===== config.mk =====
export PLATFORM = sky130hd
export DESIGN_NAME = add_err_monitor
export DESIGN_NICKNAME = d
export VERILOG_FILES = /design/src/rtl/add_err_pkg.sv /design/src/rtl/add_err_calc.sv /design/src/rtl/add_err_monitor.sv
export SDC_FILE = /design/constraint.sdc
export NUM_CORES = 1
export LEC_CHECK = 0
export CAP_MARGIN = 40
export CORE_ASPECT_RATIO = 0.9
export CORE_MARGIN = 3
export CORE_UTILIZATION = 40
export CTS_CLUSTER_DIAMETER = 150
export DETAILED_ROUTE_END_ITERATION = 8
export DONT_BUFFER_PORTS = 1
export SKIP_CTS_REPAIR_TIMING = 1
export SLEW_MARGIN = 20
export SYNTH_ARGS = -nofsm -noshare
export SYNTH_HDL_FRONTEND = slang
export SYNTH_SLANG_ARGS = --single-unit
export TNS_END_PERCENT = 20

===== constraint.sdc =====
create_clock -name clk -period 23.9 [get_ports clk]
set_clock_uncertainty 0.1 [all_clocks]
set_input_delay 2.39 -clock clk [delete_from_list [all_inputs] [get_ports clk]]
set_output_delay 2.39 -clock clk [all_outputs]
set_load 0.01 [all_outputs]

===== src/rtl/add_err_pkg.sv =====
// Shared types and default widths for the approximate-adder error monitor.
package add_err_pkg;

    typedef enum logic [1:0] {
        IDLE  = 2'd0,
        RUN   = 2'd1,
        DRAIN = 2'd2,
        DONE  = 2'd3
    } state_t;

    localparam int unsigned W_DEF     = 16;
    localparam int unsigned CNT_W_DEF = 32;
    localparam int unsigned ACC_W_DEF = 48;
    localparam int unsigned SQ_W_DEF  = 64;

    // Signed error between two W+1-bit sums needs two bits beyond the operand width
    function automatic int unsigned err_w(input int unsigned w);
        return w + 2;
    endfunction

endpackage


===== src/rtl/add_err_calc.sv =====
// S1/S2 datapath: exact sum and signed error, then |error|, error squared and nonzero flag.
module add_err_calc
    import add_err_pkg::*;
#(
    parameter int unsigned W = W_DEF
) (
    input  logic           clk,
    input  logic           rst_n,
    input  logic           in_valid,
    input  logic [W-1:0]   in_a,
    input  logic [W-1:0]   in_b,
    input  logic [W:0]     in_sum,
    output logic           out_valid,
    output logic [W+1:0]   abs_err,
    output logic [2*W+3:0] sq_err,
    output logic           nz,
    output logic           pipe_busy_c
);
    localparam int unsigned EW = err_w(W);
    localparam int unsigned QW = 2 * EW;

    logic [W:0]    exact_c;
    logic [EW-1:0] err_c;
    logic [EW-1:0] err_q;
    logic [EW-1:0] abs_c;
    logic          s1_valid;

    assign exact_c = {in_a[W-1], in_a} + {in_b[W-1], in_b};
    assign err_c   = {in_sum[W], in_sum} - {exact_c[W], exact_c};
    assign abs_c   = err_q[EW-1] ? (~err_q + EW'(1)) : err_q;

    assign pipe_busy_c = s1_valid | out_valid;

    always_ff @(posedge clk) begin
        if (!rst_n) begin
            s1_valid  <= 1'b0;
            err_q     <= '0;
            out_valid <= 1'b0;
            abs_err   <= '0;
            sq_err    <= '0;
            nz        <= 1'b0;
        end else begin
            s1_valid  <= in_valid;
            err_q     <= err_c;
            out_valid <= s1_valid;
            abs_err   <= abs_c;
            sq_err    <= QW'(abs_c) * QW'(abs_c);
            nz        <= |err_q;
        end
    end

endmodule


===== src/rtl/add_err_monitor.sv =====
// Windowed error statistics for a signed approximate adder: FSM plus saturating accumulators.
module add_err_monitor
    import add_err_pkg::*;
#(
    parameter int unsigned W     = W_DEF,
    parameter int unsigned CNT_W = CNT_W_DEF,
    parameter int unsigned ACC_W = ACC_W_DEF,
    parameter int unsigned SQ_W  = SQ_W_DEF
) (
    input  logic             clk,
    input  logic             rst_n,
    input  logic             start,
    input  logic [CNT_W-1:0] n_samples,
    input  logic             in_valid,
    output logic             in_ready,
    input  logic [W-1:0]     in_a,
    input  logic [W-1:0]     in_b,
    input  logic [W:0]       in_sum,
    output logic             busy,
    output logic             done,
    output logic             sat,
    output logic [CNT_W-1:0] cnt_samples,
    output logic [CNT_W-1:0] cnt_err,
    output logic [ACC_W-1:0] sum_abs_err,
    output logic [W+1:0]     max_abs_err,
    output logic [SQ_W-1:0]  sum_sq_err
);
    localparam int unsigned EW    = err_w(W);
    localparam int unsigned QW    = 2 * EW;
    localparam int unsigned CSW   = CNT_W + 1;
    localparam int unsigned ASW   = ((ACC_W > EW) ? ACC_W : EW) + 1;
    localparam int unsigned SSW   = ((SQ_W > QW) ? SQ_W : QW) + 1;

    state_t           state;
    logic [CNT_W-1:0] target;
    logic [CNT_W-1:0] accepted;

    logic             c_valid;
    logic [EW-1:0]    c_abs;
    logic [QW-1:0]    c_sq;
    logic             c_nz;
    logic             pipe_busy_c;

    add_err_calc #(.W(W)) u_calc (
        .clk         (clk),
        .rst_n       (rst_n),
        .in_valid    (in_valid & in_ready),
        .in_a        (in_a),
        .in_b        (in_b),
        .in_sum      (in_sum),
        .out_valid   (c_valid),
        .abs_err     (c_abs),
        .sq_err      (c_sq),
        .nz          (c_nz),
        .pipe_busy_c (pipe_busy_c)
    );

    // Widened sums; any bit above the field width means the add would wrap
    logic [CSW-1:0] cnt_s_c;
    logic [CSW-1:0] cnt_e_c;
    logic [ASW-1:0] abs_s_c;
    logic [SSW-1:0] sq_s_c;
    logic           ov_cs_c, ov_ce_c, ov_abs_c, ov_sq_c;

    assign cnt_s_c  = CSW'(cnt_samples) + CSW'(1);
    assign cnt_e_c  = CSW'(cnt_err) + CSW'(c_nz);
    assign abs_s_c  = ASW'(sum_abs_err) + ASW'(c_abs);
    assign sq_s_c   = SSW'(sum_sq_err) + SSW'(c_sq);
    assign ov_cs_c  = cnt_s_c[CNT_W];
    assign ov_ce_c  = cnt_e_c[CNT_W];
    assign ov_abs_c = |abs_s_c[ASW-1:ACC_W];
    assign ov_sq_c  = |sq_s_c[SSW-1:SQ_W];

    always_ff @(posedge clk) begin
        if (!rst_n) begin
            state       <= IDLE;
            target      <= '0;
            accepted    <= '0;
            in_ready    <= 1'b0;
            busy        <= 1'b0;
            done        <= 1'b0;
            sat         <= 1'b0;
            cnt_samples <= '0;
            cnt_err     <= '0;
            sum_abs_err <= '0;
            max_abs_err <= '0;
            sum_sq_err  <= '0;
        end else begin
            done <= 1'b0;

            if (c_valid) begin
                cnt_samples <= ov_cs_c  ? '1 : cnt_s_c[CNT_W-1:0];
                cnt_err     <= ov_ce_c  ? '1 : cnt_e_c[CNT_W-1:0];
                sum_abs_err <= ov_abs_c ? '1 : abs_s_c[ACC_W-1:0];
                sum_sq_err  <= ov_sq_c  ? '1 : sq_s_c[SQ_W-1:0];
                if (c_abs > max_abs_err) max_abs_err <= c_abs;
                if (ov_cs_c | ov_ce_c | ov_abs_c | ov_sq_c) sat <= 1'b1;
            end

            case (state)
                IDLE: begin
                    if (start) begin
                        target      <= n_samples;
                        accepted    <= '0;
                        sat         <= 1'b0;
                        cnt_samples <= '0;
                        cnt_err     <= '0;
                        sum_abs_err <= '0;
                        max_abs_err <= '0;
                        sum_sq_err  <= '0;
                        if (n_samples == '0) begin
                            state <= DONE;
                        end else begin
                            state    <= RUN;
                            in_ready <= 1'b1;
                            busy     <= 1'b1;
                        end
                    end
                end
                RUN: begin
                    if (in_valid && in_ready) begin
                        accepted <= accepted + CNT_W'(1);
                        if (accepted + CNT_W'(1) == target) begin
                            in_ready <= 1'b0;
                            state    <= DRAIN;
                        end
                    end
                end
                DRAIN: begin
                    if (!pipe_busy_c) begin
                        state <= DONE;
                        busy  <= 1'b0;
                    end
                end
                DONE: begin
                    done  <= 1'b1;
                    state <= IDLE;
                end
                default: state <= IDLE;
            endcase
        end
    end

endmodule


==> metrics.md, run 1 <==
| Metric | Value |
|---|---|
| Clock transition at path regs | `0.06 ns` |
| Worst setup SP type | `flip-flop` |
| Crit-path max cell delay | `0.67 ns` |
| CTS root buf | `clkbuf_16` |
| Final ANT Viol Nets | `0` |
| Main synth FF type | `dfxtp_1` |
| Ys async rst share | `0` |
| CP endpoint kind | `flip-flop` |
| Warnings from Yosys | `0` |
| Count leader, synth | `inv_1` |
| # rows | `90` |
| Post-DP Area | `0.0287 sq mm` |
| Hold Path Origin | `target[18]` |
| FF-to-FF setup slack | `14.48 ns` |
| Port Buffers | `0` |
| Max Fanout on Critical Path | `16` |
| Vias in the first global route | `21699` |
| Endpoint, Worst Hold | `target[18]` |
| Final setup viols | `0` |
| Hold crit path type | `flip-flop to flip-flop` |
| Sequential share of the synthesized area | `0.244` |
| Synth unique cells | `78` |
| Most common cell on crit path | `fa_1` |
| Die area | `0.0723 sq mm` |
| Worst slew pin tran | `0.937 ns` |
| Drt total wl | `76900 microns` |
| CP delay by family, top | `adder cells` |
| Layout cells sized above 1 | `0.0447` |
| Slew Viols, Final | `0` |
| Routed via count | `22803` |
| WS Path Type | `flip-flop to flip-flop` |
| Most frequent cells after synthesis | `inv_1 (402), dfxtp_1 (337), nand2_1 (312), nor2_1 (276), a21oi_1 (261)` |
| Vias per std cell | `5.39` |
| Netlist Area Pre-Place | `0.0276 sq mm` |
| Ranking of synthesized cells by area | `dfxtp_1 (24%), fa_1 (17%), ha_1 (9.4%), inv_1 (5.5%), a21oi_1 (4.7%)` |
| CP max stage cell | `xor2_2` |
| Pin count of the biggest net entering global routing | `73` |
| Final min period | `9.42 ns` |
| Initial DRC Count | `1474` |
| Sink Count | `337` |
| Die width | `283 microns` |
| Worst R2R End | `u_calc.sq_err[33]` |
| GRT overflow | `0` |
| Core outline area | `0.0677 sq mm` |
| Area delta synth->final | `8.91%` |
| Gp weighted congestion | `0.866` |
| WP buf/inv | `5` |
| Worst Path Required | `24.21 ns` |
| RSZ-0062 raised after global routing | `false` |
| First-pass GRT wire length | `123000 microns` |
| Post-synth EDFFs | `0` |
| Post-Syn Instances | `3308` |
| Slew HR | `0.376` |
| 1st-pass router iterations | `5` |
| H-Tree Level Count | `2` |
| NumNets Final | `3810` |
| Drt drc | `0` |
| # Max-Cap Violations | `0` |
| Hold WS | `0.368 ns` |
| Worst reg2reg path startpoint | `u_calc.err_q[0]` |
| Clock latency on the worst-skew pair | `0.57 ns` |
| Die Span Y | `255 microns` |
| Initial Util | `0.408` |
| Hold-critical path depth | `2` |
| Max clock buf depth | `3` |
| Hold Fails Final Rpt | `0` |
| Setup TNS | `0 ns` |
| Ports | `283` |
| Routed len/inst | `18.2 microns` |
| Tcrit/Tclk final | `0.394` |
| Syn Area/Cell | `8.35 sq um` |
| Post-detail-place hpwl | `59900 microns` |
| TritonCTS clock tree | `yes` |
| GRT Overall Usage | `0.208` |
| Share of the synthesized area in the top cell type | `0.244` |
| Fmax | `106 MHz` |
| Run status | `finished, final reports clean` |
| FF+latch count, synth | `337` |
| Total CTS buffers | `39` |
| WP data arrival | `9.72 ns` |
| Initial antenna violation count | `2` |
| Worst reg2reg path depth | `27` |
| Util after Layout | `0.445` |
| Design area | `0.0301 sq mm` |
| Synth area leader | `dfxtp_1` |
cell type report:
cell class | instances | area, sq um
fillers | 6738 | 37600
multi-input cells | 2448 | 19000
flip-flops and latches | 337 | 6750
inverters | 411 | 1550
well taps | 920 | 1150
clock buffers | 51 | 1110
repair buffers | 40 | 354
clock inverters | 21 | 218
diodes | 1 | 2.50
worst register-to-register path: stages (launching register included):
cell       delay, ns
dfxtp_1         0.35
inv_1           0.52
ha_1            0.28
nand2b_1        0.11
or4_4           0.48
o41ai_4         0.26
xor2_2          0.67
clkinv_1        0.62
nand2_1         0.30
fa_1            0.46
fa_1            0.47
fa_1            0.51
inv_1           0.05
fa_1            0.46
fa_1            0.54
inv_1           0.05
fa_1            0.53
inv_1           0.04
ha_1            0.32
and3_1          0.24
o2111ai_1       0.13
a21o_1          0.20
a211oi_1        0.45
o21ai_0         0.26
a21oi_1         0.31
o21ba_2         0.22
mux2i_1         0.18
o311ai_0        0.16
metrics by stage:
stage	cells	setup WS (ns)
5_1_grt	4228	14.03
3_5_place_dp	4151	14.65
3_3_place_gp	4139	14.83
2_1_floorplan	3319	16.01
4_1_cts	4223	14.64
6_report	4229	14.48
per-layer routing:
metal	vias up	part of all wire	GRT usage
li1	11156	-	-
met1	10862	0.48	0.300
met2	690	0.43	0.316
met3	95	0.078	0.0514
met4	0	0.017	0.0416
met5	-	0	0
worst max-delay path by stage:
stage | startpoint | endpoint | cells after the start
detailed placement | u_calc.err_q[0] | u_calc.sq_err[33] | 27
finish | u_calc.err_q[0] | u_calc.sq_err[33] | 27
floorplan | u_calc.err_q[0] | u_calc.sq_err[35] | 30
global placement | u_calc.err_q[0] | u_calc.sq_err[33] | 27
CTS | u_calc.err_q[0] | u_calc.sq_err[33] | 27
global route | u_calc.err_q[0] | u_calc.sq_err[33] | 27
layout by cell type, fill, tap and decap left out, drive strengths merged, types with 39 or more instances in the layout:
master	n
a31oi	58
nor4	39
fa	240
xor2	97
and3	55
inv	408
clkbuf	53
nand3	86
xnor2	111
nor3	76
dfxtp	337
nand2	312
a21oi	261
a21o	60
ha	208
nor2	277
nand4	49
o21ai	159
flip-flops by register name (all words and copies together), names as in the netlist, 2 cells and up:
| signal | count |
|---|---|
| u_calc.err_q | 18 |
| accepted | 32 |
| cnt_samples | 32 |
| u_calc.sq_err | 35 |
| sum_sq_err | 64 |
| state | 2 |
| sum_abs_err | 48 |
| max_abs_err | 18 |
| cnt_err | 32 |
| u_calc.abs_err | 17 |
| target | 32 |
cells by family (layout without fill, tap and decap cells):
family,count (synthesis),count (layout),synth area share
fa+ha+maj,448,448,0.268
other cells,2,14,0.000272
compound gates,699,699,0.155
xor+xnor,208,208,0.0662
buf+inv,534,523,0.0731
flops,337,337,0.244
mux,28,28,0.0101
simple gates,1052,1052,0.183
Power of run 1 is not shown: default switching activity piles up to over one toggle a cycle in this logic, so the estimate is an artifact.
==> inputs of run 2 (changes only) <==
==> constraint.sdc (replaced) <==
create_clock -name clk -period 8.33 [get_ports clk]
set_clock_uncertainty 0.1 [all_clocks]
set_input_delay 0.833 -clock clk [delete_from_list [all_inputs] [get_ports clk]]
set_output_delay 0.833 -clock clk [all_outputs]
set_load 0.01 [all_outputs]
==> run 2 against run 1 <==
Effect of this change: first-iteration DRC count increased by 5.6%; largest cell class unchanged; final cell count is 0.31% higher; highest routed layer unchanged; sequential share of layout area shrank 0.11 points.
==> metrics.md, run 2 (synthesized netlist as in run 1, its figures left out) <==
| Metric | Value |
|---|---|
| Routed via count | `22656 (-0.64%)` |
| Hold Path Origin | `n_samples[19]` |
| Die width | `283 microns (unchanged)` |
| Dpl cells | `4168 (+0.41%)` |
| WP data arrival | `8.32 ns (-1.40 ns)` |
| Top flop regs | `sum_sq_err (64), sum_abs_err (48), u_calc.sq_err (35)` |
| Worst slew pin tran | `0.936 ns (-0.000595 ns)` |
| Initial DRC Count | `1556 (+5.6%)` |
| Slew HR | `0.376 (+0.000396)` |
| RSZ-0062 raised after global routing | `true` |
| Area delta synth->final | `9.45%` |
| Run status | `finished, final reports clean` |
| WS Path Type | `flip-flop to flip-flop` |
| TritonCTS clock tree | `yes` |
| Fmax | `125 MHz (+18%)` |
| Drt total wl | `76700 microns (-0.27%)` |
| First-pass GRT wire length | `121000 microns (-1.5%)` |
| Core outline area | `0.0677 sq mm (unchanged)` |
| GRT overflow | `0 (unchanged)` |
| # rows | `90 (unchanged)` |
| # diodes | `0 (-1)` |
| Fillers | `6701 (-0.55%)` |
| Gp weighted congestion | `0.901 (+4.0%)` |
| Ports | `283 (unchanged)` |
| Final ANT Viol Nets | `0 (unchanged)` |
| Pin count of the biggest net entering global routing | `78 (+6.8%)` |
| Worst reg2reg path startpoint | `u_calc.err_q[6]` |
| # Max-Cap Violations | `0 (unchanged)` |
| GRT Overall Usage | `0.206 (-0.00230)` |
| Routed len/inst | `18.1 microns (-0.57%)` |
| 1st-pass router iterations | `5 (unchanged)` |
| Clock transition at path regs | `0.06 ns (about the same)` |
| Drt drc | `0 (unchanged)` |
| Slew Viols, Final | `0 (unchanged)` |
| Max clock buf depth | `3 (unchanged)` |
| NumNets Final | `3827 (+0.45%)` |
| Most common cell on crit path | `fa_1` |
| Hold WS | `0.293 ns (-0.0755 ns)` |
| CTS root buf | `clkbuf_16` |
| Initial Util | `0.408 (unchanged)` |
| Port Buffers | `0 (unchanged)` |
| Most common cell after layout, fill and taps aside | `inv_1` |
| Clock latency on the worst-skew pair | `0.57 ns (about the same)` |
| Worst setup SP type | `flip-flop` |
| Post-detail-place hpwl | `59600 microns (-0.53%)` |
| Setup TNS | `0 ns (unchanged)` |
| Setup crit start | `u_calc.err_q[6]` |
| Crit-path max cell delay | `0.56 ns (-0.11 ns)` |
| Non-filler cells, final | `4242 (+0.31%)` |
| Initial antenna violation count | `2 (unchanged)` |
| Layout cells sized above 1 | `0.0497 (+0.00493)` |
| H-Tree Level Count | `2 (unchanged)` |
| Max Fanout on Critical Path | `15 (-1)` |
| Die Span Y | `255 microns (unchanged)` |
| Max reg flops | `64 (unchanged)` |
| Hold Fails Final Rpt | `0 (unchanged)` |
| Total CTS buffers | `38 (-2.6%)` |
| Hold crit path type | `primary input to flip-flop` |
| Vias per std cell | `5.34 (-0.95%)` |
| CP endpoint kind | `flip-flop` |
| Vias in the first global route | `21262 (-2.0%)` |
| Most flop-heavy register | `sum_sq_err` |
| Final setup viols | `0 (unchanged)` |
| Sink Count | `337 (unchanged)` |
| Commonest non-fill, non-tap cells in the layout | `inv_1 (401), dfxtp_1 (336), nand2_1 (311), nor2_1 (272), a21oi_1 (259)` |
| Final min period | `8.01 ns (-1.41 ns)` |
| CP max stage cell | `or4_4` |
| Die area | `0.0723 sq mm (unchanged)` |
| Worst Path Required | `8.64 ns (-15.57 ns)` |
| Tcrit/Tclk final | `0.961 (+0.567)` |
-- run 2: cell types whose count changed in the layout (fill, tap and decap cells not counted), moves of 3 or more --
cell,delta
buf_4,+24
clkinv_2,-5
nor2_2,+3
buf_6,-3
nor2_1,-3
bufinv_16,+3
-- run 2: stage by stage --
stage          worst slack, ns  instance area, sq um   util
3_5_place_dp             0.191                 28800  0.425
5_1_grt                -0.0284                 30200  0.447
6_report                 0.322                 30200  0.447
2_1_floorplan            0.443                 27700      -
4_1_cts                  0.196                 30100  0.445
3_3_place_gp             0.312                 28700  0.424
-- run 2: area by class of cell --
cell class	count	area [sq um]	share of cell area
timing repair buffer	58	459	0.0152
sequential	337	6750	0.223
clock inverter	16	262	0.00865
multi-input combinational	2448	19000	0.628
tap	920	1150	0.0381
clock buffer	52	1090	0.0362
inverter	411	1550	0.0511
-- run 2: critical path, delay by kind of cell, from the launching register on --
kind                       cells  cell delay (ns)
adders and majority gates      7             3.39
xor gates and xnor gates       1             0.19
buffers and inverters          5             0.47
and+or+nand+nor                6             1.72
DFF                            1             0.31
AOI/OAI and AO/OA              7             1.65
-- run 2: layer usage --
metal	share of wire	vias to the layer above	GRT usage
met2	0.42	675	0.303
met1	0.47	10733	0.298
li1	-	11163	-
met4	0.018	0	0.0397
met5	0	-	0
met3	0.093	85	0.0620
-- run 2: worst paths after layout --
path                                           to  slack [ns]  cells after the start
worst max-delay path            u_calc.sq_err[29]        0.32                     26
worst min-delay path                   target[19]        0.29                      2
worst max register to register  u_calc.sq_err[29]        0.32                     26
worst min register to register   u_calc.out_valid        0.35                      1
Power of run 2 is left out for the same reason.
==> inputs of run 3 (changes only) <==
--- a/config.mk
+++ b/config.mk
@@ -8,10 +8,11 @@
 export CAP_MARGIN = 40
 export CORE_ASPECT_RATIO = 0.9
 export CORE_MARGIN = 3
-export CORE_UTILIZATION = 40
+export CORE_UTILIZATION = 60
 export CTS_CLUSTER_DIAMETER = 150
 export DETAILED_ROUTE_END_ITERATION = 8
 export DONT_BUFFER_PORTS = 1
+export PLACE_DENSITY = 0.79
 export SKIP_CTS_REPAIR_TIMING = 1
 export SLEW_MARGIN = 20
 export SYNTH_ARGS = -nofsm -noshare
==> run 3 against run 2 <==
Effect of this change: wire length decreased by 2.6%; non-clock buffer count fell by 6; register-to-register slack got worse by 0.06 ns; utilization up 21 points; sequential cell count did not move; cell area is 1.9% lower; first-iteration DRC count rose by 4.9%; critical path depth increased by 1; fmax shrank 0.73%.
==> metrics.md, run 3 (synthesized netlist as in run 1, its figures left out) <==
| Metric | Value |
|---|---|
| CP endpoint kind | `flip-flop` |
| Clock latency on the worst-skew pair | `0.56 ns (about the same)` |
| H-Tree Level Count | `2 (unchanged)` |
| Top flop regs | `sum_sq_err (64), sum_abs_err (48), u_calc.sq_err (35)` |
| Max Fanout on Critical Path | `8 (-7)` |
| Die width | `232 microns (-18%)` |
| Setup TNS | `0 ns (unchanged)` |
| Design area | `0.0296 sq mm (-1.9%)` |
| Worst Path Required | `8.68 ns (+0.04 ns)` |
| Post-detail-place hpwl | `58500 microns (-1.8%)` |
| Slew Viols, Final | `0 (unchanged)` |
| Initial DRC Count | `1633 (+4.9%)` |
| Ports | `283 (unchanged)` |
| Drt total wl | `74700 microns (-2.6%)` |
| Die Span Y | `210 microns (-18%)` |
| Worst slew pin tran | `0.985 ns (+0.0492 ns)` |
| Total CTS buffers | `38 (unchanged)` |
| Fmax | `124 MHz (-0.73%)` |
| Die area | `0.0487 sq mm (-33%)` |
| Util after Layout | `0.661 (+0.214)` |
| Run status | `finished, final reports clean` |
| Commonest non-fill, non-tap cells in the layout | `inv_1 (401), dfxtp_1 (336), nand2_1 (311), nor2_1 (275), a21oi_1 (260)` |
| Final min period | `8.07 ns (+0.0590 ns)` |
| Final ANT Viol Nets | `0 (unchanged)` |
| Max reg flops | `64 (unchanged)` |
| Area delta synth->final | `7.32%` |
| CTS root buf | `clkbuf_16` |
| Dpl ws | `0.0602 ns (-0.131 ns)` |
| WS Path Type | `flip-flop to flip-flop` |
| Core outline area | `0.0448 sq mm (-34%)` |
| Vias per std cell | `6.00 (+12%)` |
| Initial Util | `0.616 (+0.208)` |
| Layout cells sized above 1 | `0.0438 (-0.00589)` |
| Hold Fails Final Rpt | `0 (unchanged)` |
| Sink Count | `337 (unchanged)` |
| Post-DP Area | `0.0283 sq mm (-1.5%)` |
| Slew HR | `0.343 (-0.0328)` |
| GRT Overall Usage | `0.300 (+0.0946)` |
| RSZ-0062 raised after global routing | `false` |
| WP data arrival | `8.42 ns (+0.10 ns)` |
| Vias in the first global route | `22938 (+7.9%)` |
| GRT overflow | `0 (unchanged)` |
| Clock transition at path regs | `0.05 ns (about the same)` |
| Hold crit path type | `primary input to flip-flop` |
| # Max-Cap Violations | `0 (unchanged)` |
| First-pass GRT wire length | `119000 microns (-1.5%)` |
| TritonCTS clock tree | `yes` |
| Final setup margin | `0.263 ns (-0.0590 ns)` |
| Max clock buf depth | `3 (unchanged)` |
| Drt drc | `0 (unchanged)` |
| # rows | `73 (-19%)` |
| Tcrit/Tclk final | `0.968 (+0.00709)` |
| NumNets Final | `3821 (-0.16%)` |
| Pin count of the biggest net entering global routing | `81 (+3.8%)` |
| Most flop-heavy register | `sum_sq_err` |
| Most common cell after layout, fill and taps aside | `inv_1` |
| Routed via count | `23454 (+3.5%)` |
| # diodes | `0 (unchanged)` |
| 1st-pass router iterations | `6 (+1)` |
| Routed len/inst | `19.1 microns (+5.6%)` |
| Worst setup SP type | `flip-flop` |
| Port Buffers | `0 (unchanged)` |
| Final setup viols | `0 (unchanged)` |
| Initial antenna violation count | `0 (-2)` |
| Gp weighted congestion | `0.962 (+6.8%)` |
-- run 3: cell count changes in the layout (fill, tap and decap cells not counted), moves of 3 or more --
| cell | delta |
|---|---|
| buf_4 | -12 |
| bufinv_16 | -3 |
| clkbuf_1 | +6 |
| clkbuf_4 | +3 |
| clkbuf_8 | -4 |
| clkinv_2 | -3 |
| nor2_1 | +3 |
| nor2_2 | -3 |
-- run 3: path summary, 6_finish.rpt --
| kind | startpoint | to | slack [ns] | cells past startpoint |
|---|---|---|---|---|
| min reg2reg | target[0] | target[0] | 0.37 | 2 |
| max reg2reg | u_calc.err_q[5] | u_calc.sq_err[35] | 0.26 | 27 |
| max | u_calc.err_q[5] | u_calc.sq_err[35] | 0.26 | 27 |
| min | rst_n | done | 0.30 | 1 |
-- run 3: per-stage QoR --
stage / instances / hold WS [ns]
6_report: 3912 / 0.302
5_1_grt: 3912 / 0.295
4_1_cts: 3906 / 0.275
3_5_place_dp: 3842 / 0.362
3_3_place_gp: 3834 / 0.355
2_1_floorplan: 3319 / 0.324
-- run 3: layer usage --
layer  up-vias  track usage  wire length, microns
li1      11151            -                     -
met1     11325        0.393                 30800
met2       849        0.493                 34500
met3       129       0.0851                  7600
met4         0       0.0731                  1790
met5         -            0                     0
-- run 3: worst max-delay path: stages (launching register included) --
cell and delay [ns]:
dfxtp_1 0.33, or4_4 0.55, or4_4 0.54, o41ai_4 0.26
xor2_2 0.26, clkinvlp_4 0.27, nand2_1 0.17, inv_1 0.07
fa_1 0.53, inv_1 0.05, fa_1 0.53, inv_1 0.05
fa_1 0.51, fa_1 0.45, fa_1 0.55, inv_1 0.06
fa_1 0.52, inv_1 0.04, ha_1 0.33, a21oi_1 0.18
nand4b_1 0.13, a21oi_1 0.11, a2111o_1 0.39, o21ai_2 0.20
a21oi_2 0.11, or3_1 0.37, a21o_1 0.17, mux2i_1 0.11
-- run 3: final cells by class --
class / instances / area [sq um]
Clock buffer: 55 / 1090
Clock inverter: 9 / 121
Inverter: 411 / 1550
Timing Repair Buffer: 52 / 449
Tap cell: 600 / 751
Multi-Input combinational cell: 2448 / 18900
Sequential cell: 337 / 6750
Fill cell: 3729 / 15200
Power of run 3 is left out for the same reason.
